## src/rtl/noc_pkg.sv

```systemverilog
// Shared torus-router definitions: flit geometry, port directions, arbiter FSM states.
// Latency: n/a (types and constants only).
// Backpressure: n/a.
package noc_pkg;

    localparam int FLIT_W    = 37;
    localparam int PORT_SIZE = FLIT_W + 2;   // flit + valid + ready on a link

    localparam int PORT_E     = 0;
    localparam int PORT_S     = 1;
    localparam int PORT_W     = 2;
    localparam int PORT_N     = 3;
    localparam int PORT_LOCAL = 4;
    localparam int NUM_DIRS   = 4;

    typedef enum logic {
        IDLE   = 1'b0,
        LOCKED = 1'b1
    } arb_state_t;

endpackage

```

## src/rtl/rr_pick.sv

```systemverilog
// Round-robin picker: first set bit of req_i scanning from ptr_i+1 upward, modulo N.
// Latency: purely combinational.
// Backpressure: none; vld_o low when nothing is requesting.
// Ports: req_i request vector, ptr_i index of last winner, grant_o one-hot winner, vld_o any winner.
module rr_pick #(
    parameter int N  = 5,
    parameter int PW = (N > 1) ? $clog2(N) : 1
) (
    input  logic [N-1:0]  req_i,
    input  logic [PW-1:0] ptr_i,
    output logic [N-1:0]  grant_o,
    output logic          vld_o
);

    logic [PW-1:0] idx;
    logic          found;

    always_comb begin
        grant_o = '0;
        found   = 1'b0;
        idx     = '0;
        // Offsets 1..N put the last winner at the lowest priority.
        for (int i = 1; i <= N; i++) begin
            idx = PW'((int'(ptr_i) + i) % N);
            if (!found && req_i[idx]) begin
                grant_o[idx] = 1'b1;
                found        = 1'b1;
            end
        end
    end

    assign vld_o = found;

endmodule

```

## src/rtl/torus_out_arbiter.sv

```systemverilog
// Per-output wormhole arbiter: round-robin grant held from head flit to tail flit.
// Latency: 1 cycle request-to-grant; flit path is a combinational mux (no flit register).
// Backpressure: ready_i gates ack_o for the owner only; non-owners wait with ack_o=0.
// Ports: req_i/tail_i/data_i per input, ack_o per input, grant_o owner one-hot,
//        data_o/valid_o/ready_i link side, busy_o link locked to a packet.
module torus_out_arbiter
    import noc_pkg::arb_state_t, noc_pkg::IDLE, noc_pkg::LOCKED, noc_pkg::NUM_DIRS;
#(
    parameter int IN_NUM = NUM_DIRS + 1,
    parameter int FLIT_W = noc_pkg::FLIT_W
) (
    input  logic                     clk,
    input  logic                     rst_n,
    input  logic [IN_NUM-1:0]        req_i,
    input  logic [IN_NUM-1:0]        tail_i,
    input  logic [IN_NUM*FLIT_W-1:0] data_i,
    output logic [IN_NUM-1:0]        ack_o,
    output logic [IN_NUM-1:0]        grant_o,
    output logic [FLIT_W-1:0]        data_o,
    output logic                     valid_o,
    input  logic                     ready_i,
    output logic                     busy_o
);

    localparam int IW = (IN_NUM > 1) ? $clog2(IN_NUM) : 1;

    arb_state_t          state_q, state_d;
    logic [IN_NUM-1:0]   grant_q, grant_d;
    logic [IW-1:0]       ptr_q, ptr_d;
    logic [IW-1:0]       owner_idx;
    logic [IN_NUM-1:0]   pick_grant;
    logic                pick_vld;
    logic                locked;
    logic                xfer;
    logic [FLIT_W-1:0]   flit_arr [IN_NUM];

    for (genvar k = 0; k < IN_NUM; k++) begin : g_unpack
        assign flit_arr[k] = data_i[k*FLIT_W +: FLIT_W];
    end

    rr_pick #(
        .N  (IN_NUM),
        .PW (IW)
    ) u_pick (
        .req_i   (req_i),
        .ptr_i   (ptr_q),
        .grant_o (pick_grant),
        .vld_o   (pick_vld)
    );

    // Binary index of the current owner; grant_q is one-hot or zero.
    always_comb begin
        owner_idx = '0;
        for (int k = 0; k < IN_NUM; k++) begin
            if (grant_q[k]) begin
                owner_idx = IW'(k);
            end
        end
    end

    assign locked  = (state_q == LOCKED);
    assign valid_o = locked & req_i[owner_idx];
    assign xfer    = valid_o & ready_i;
    assign ack_o   = (locked && ready_i) ? (grant_q & req_i) : '0;
    assign data_o  = locked ? flit_arr[owner_idx] : '0;
    assign grant_o = grant_q;
    assign busy_o  = locked;

    always_comb begin
        state_d = state_q;
        grant_d = grant_q;
        ptr_d   = ptr_q;
        case (state_q)
            IDLE: begin
                // Grant only; the first flit moves on the following cycle.
                if (pick_vld) begin
                    grant_d = pick_grant;
                    state_d = LOCKED;
                end
            end
            LOCKED: begin
                // Owner stalls (req dropped) simply hold the lock.
                if (xfer && tail_i[owner_idx]) begin
                    state_d = IDLE;
                    grant_d = '0;
                    ptr_d   = owner_idx;
                end
            end
            default: begin
                state_d = IDLE;
                grant_d = '0;
            end
        endcase
    end

    always_ff @(posedge clk or negedge rst_n) begin
        if (!rst_n) begin
            state_q <= IDLE;
            grant_q <= '0;
            // Last winner = IN_NUM-1 gives input 0 first priority after reset.
            ptr_q   <= IW'(IN_NUM - 1);
        end else begin
            state_q <= state_d;
            grant_q <= grant_d;
            ptr_q   <= ptr_d;
        end
    end

endmodule

```

## config.mk

```make
export PLATFORM = sky130hd
export DESIGN_NAME = torus_out_arbiter
export DESIGN_NICKNAME = d
export VERILOG_FILES = /design/src/rtl/noc_pkg.sv /design/src/rtl/rr_pick.sv /design/src/rtl/torus_out_arbiter.sv
export SDC_FILE = /design/constraint.sdc
export NUM_CORES = 1
export LEC_CHECK = 0
export CAP_MARGIN = 20
export CORE_ASPECT_RATIO = 0.8
export CORE_MARGIN = 2
export CORE_UTILIZATION = 35
export DETAILED_ROUTE_END_ITERATION = 8
export HOLD_SLACK_MARGIN = 0.03
export PLACE_DENSITY = 0.8
export SKIP_CTS_REPAIR_TIMING = 1
export SYNTH_ARGS = -nofsm -noshare
export SYNTH_HDL_FRONTEND = slang
export SYNTH_HIERARCHICAL = 1
export SYNTH_SLANG_ARGS = --single-unit
```

## constraint.sdc

```tcl
create_clock -name clk -period 5.7 [get_ports clk]
set_input_delay 0.57 -clock clk [delete_from_list [all_inputs] [get_ports clk]]
set_output_delay 0.57 -clock clk [all_outputs]
set_load 0.02 [all_outputs]
```

==> qor.yml, run 1 <==
power:
  ir_worst_vdd_mv: 0.258
  seqPwrFrac: 0.037
  switching_share: 0.561
  internal_power_mw: 1.76
  p_clk_frac: 0.032
  p_comb_frac: 0.931
  p_sw_mw: 2.24
  powerDensity_nw_per_um2: 615
  leakagePower_nw: 2.71
floorplanning:
  num_io_pins: 247
  die_w_um: 123
  initial_utilization: 0.361
  die_h_um: 99.2
  core_area_um2: 11000
  row_count: 34
  die_area_um2: 12200
final_layout:
  num_antenna_cells: 0
  syn_to_final_growth_pct: 64.2
  final_layout_size_suffix_gt1_frac: 0.0611
  final_nets: 1044
  layout.cells.non_filler: 963
sta:
  setup_viol: 0
  fmax_ghz: 0.187
  slew_violations: 0
  fin_crit_sh: 0.938
  relSlewSlack: 0.342
  hold_viol_final: 0
  fin_setup_tns_ns: 0
  worstMarginPinSlew_ns: 0.985
  min_period_ns: 5.35
  setup_ws_ns: 0.351
  timing.hold.ws_ns: 0.607
  rsz0062_at_grt: "no"
  skew_ns: 0.00929
worst_setup_path:
  cp-start-kind: "register"
  r2r-start: "ptr_q[1]"
  cp.required_ns: 5.78
  path_max_fanout: 10
  cp-end-kind: "register"
  slowest_stage: "a211o_1"
  rrSetupSlack_ns: 0.35
  critPathMaxStageDelay_ns: 0.46
  worstSetupPathType: "register to register"
  arrival_ns: 5.43
  crit_chain: "inv_1, ha_2, xor2_4, ha_1, nor2_2, a21oi_1, xnor2_2, inv_1, ha_1, nor2b_1, a2111oi_4, a211o_1, o31ai_1, o32a_2, nand2_1, a21oi_2, nand2_1, a21o_1, nor2b_1, a22oi_1, o31ai_1"
  r2r_end: "grant_o[3]"
  reg2regPathDepth: 21
cts:
  cts.sinks: 9
  cts_tree: "yes"
  clock_latency_ns: 0.24
  cts.path.max_buffers: 2
  cts_root_buf: "clkbuf_16"
  cts_made_buffers: 3
  htreeDepth: 1
  clk_pin_slew_worst_paths_ns: 0.05
flow_run:
  cap_viol_max_count: 0
synthesis:
  syn-cell-area_um2: 3970
  synth_nets: 831
  async_flop_share: 1.00
  syn_inst: 607
  postSynthAreaPerCell_um2: 6.53
  ys_seq_area_frac: 0.0571
  synth_cell_type_count: 78
  synth_top_flop_cell: "dfrtp_1"
  ys_ff_latch: 9
  synth_edf_count: 0
  yosys_warnings: 6
detailed_routing:
  num_vias: 5620
  drt.antenna.violating_nets: 0
  wl_met1_mm: 7.06
  top_layer_used: "met4"
  firstDrtPassIters: 6
  met2_length_mm: 8.57
  drtIter0Drc: 613
  wl_met3_mm: 1.69
  post_drt_wl_per_cell_um: 18.4
  vias_per_cell: 5.84
  route.detailed.drc: 0
  totalWireLength_mm: 17.7
min_path:
  min_from: "grant_o[0]"
  hp-class: "register to register"
  min_path_cells: 2
  min_to: "grant_o[0]"
placement:
  port_buffers: 246
  dp_cells: 959
  pre_cts_slack_ns: 0.430
  gp_congestion: 1.01
  hpwl_mm: 13.8
outcome:
  status: "finished clean"
global_route:
  grt_pass1_vias: 5076
  grt_usage: 0.269
  antenna_found_initial: 0
  grt_overflow: 0
  grt_max_degree: 42
  grt_pass1_wl_mm: 26.2
critical path, delay by kind of cell, from the launching register on:
family	cells	cell delay (ns)
AOI/OAI and AO/OA	9	2.07
adders and majority gates	3	0.89
and+or+nand+nor	5	0.87
xor gates and xnor gates	2	0.54
buffers and inverters	2	0.43
DFF	1	0.37
per-layer routing:
metal / global-route usage / up-vias
li1: - / 2668
met1: 0.349 / 2574
met2: 0.459 / 344
met3: 0.0499 / 34
met4: 0.0647 / 0
met5: 0 / -
metrics by stage:
step | area [um2] | total power, mW | util
2_1_floorplan | 3970 | 2.63 | -
3_3_place_gp | 6430 | 3.71 | 0.586
3_5_place_dp | 6430 | 3.80 | 0.586
4_1_cts | 6510 | 3.94 | 0.593
5_1_grt | 6510 | 4.28 | 0.593
6_report | 6510 | 4.00 | 0.593
cell type report:
cell class | instances | area (um2)
repair buffers | 255 | 2530
well taps | 144 | 180
clock buffers | 4 | 78.8
inverters | 27 | 101
flip-flops and latches | 9 | 226
multi-input cells | 524 | 3390
fillers | 1003 | 4470
logic make-up after synthesis:
family | Yosys count | share of synthesized area
DFF | 9 | 0.0571
AOI/OAI and AO/OA | 184 | 0.358
and+or+nand+nor | 293 | 0.347
muxes | 11 | 0.0312
xor gates and xnor gates | 9 | 0.0312
buffers and inverters | 74 | 0.0912
adders and majority gates | 27 | 0.0846
layout by cell type (no fill, tap or decap), drive strengths merged, types with 21 or more instances in the layout:
master | netlist | layout
nand3 | 57 | 57
ha | 26 | 26
nor2 | 62 | 62
o22ai | 41 | 41
clkdlybuf4s50 | 0 | 246
a22o | 37 | 37
o21ai | 21 | 21
nand2 | 101 | 101
inv | 26 | 26
registers in the layout, summed over array words and instances, names as in the netlist:
name,count
busy_o,1
grant_o,5
ptr_q,3
power by group through the flow:
| stage | combinational (mW) | sequential, mW | clock (mW) |
|---|---|---|---|
| 6_report | 3.73 | 0.146 | 0.130 |
| 5_1_grt | 3.99 | 0.152 | 0.133 |
| 4_1_cts | 3.67 | 0.145 | 0.129 |
| 3_5_place_dp | 3.65 | 0.146 | 0 |
| 3_3_place_gp | 3.57 | 0.144 | 0 |
| 2_1_floorplan | 2.50 | 0.133 | 0 |
cells in the mapped netlist (5+ instances only):
library cell	count	area [um2]
o31ai_1	10	75.1
nor2_1	61	229
dfrtp_1	8	200
clkbuf_1	13	48.8
and3_1	12	75.1
o22ai_1	41	257
nor3_1	14	70.1
nand2b_1	12	75.1
o211ai_1	8	60.1
nor2b_1	7	43.8
buf_2	16	80.1
a21oi_1	13	65.1
xnor2_1	5	43.8
a31oi_1	6	37.5
buf_4	11	82.6
o21ai_0	17	85.1
mux2i_1	9	90.1
nand2_1	100	375
ha_1	26	325
and2_1	7	43.8
nand3_1	57	285
a22o_1	37	324
inv_1	22	82.6
worst max path at each step:
stage | start | end | slack, ns | depth (start not counted)
after global routing | ptr_q[1] | grant_o[3] | 0.05 | 21
after CTS | ptr_q[1] | grant_o[3] | 0.41 | 21
final | ptr_q[1] | grant_o[3] | 0.35 | 21
after global placement | ptr_q[1] | grant_o[3] | 0.73 | 21
after detailed placement | ptr_q[1] | grant_o[3] | 0.43 | 21
after floorplan | ptr_q[0] | grant_o[3] | 0.24 | 25
No activity file was read; power rests on OpenSTA's default activity.
==> run 2, diff against run 1 <==
--- a/config.mk
+++ b/config.mk
@@ -5,7 +5,6 @@
 export SDC_FILE = /design/constraint.sdc
 export NUM_CORES = 1
 export LEC_CHECK = 0
-export CAP_MARGIN = 20
 export CORE_ASPECT_RATIO = 0.8
 export CORE_MARGIN = 2
 export CORE_UTILIZATION = 35
==> results of run 2 <==
Same layout as run 1: the final DEF is identical, and so are final timing and power.
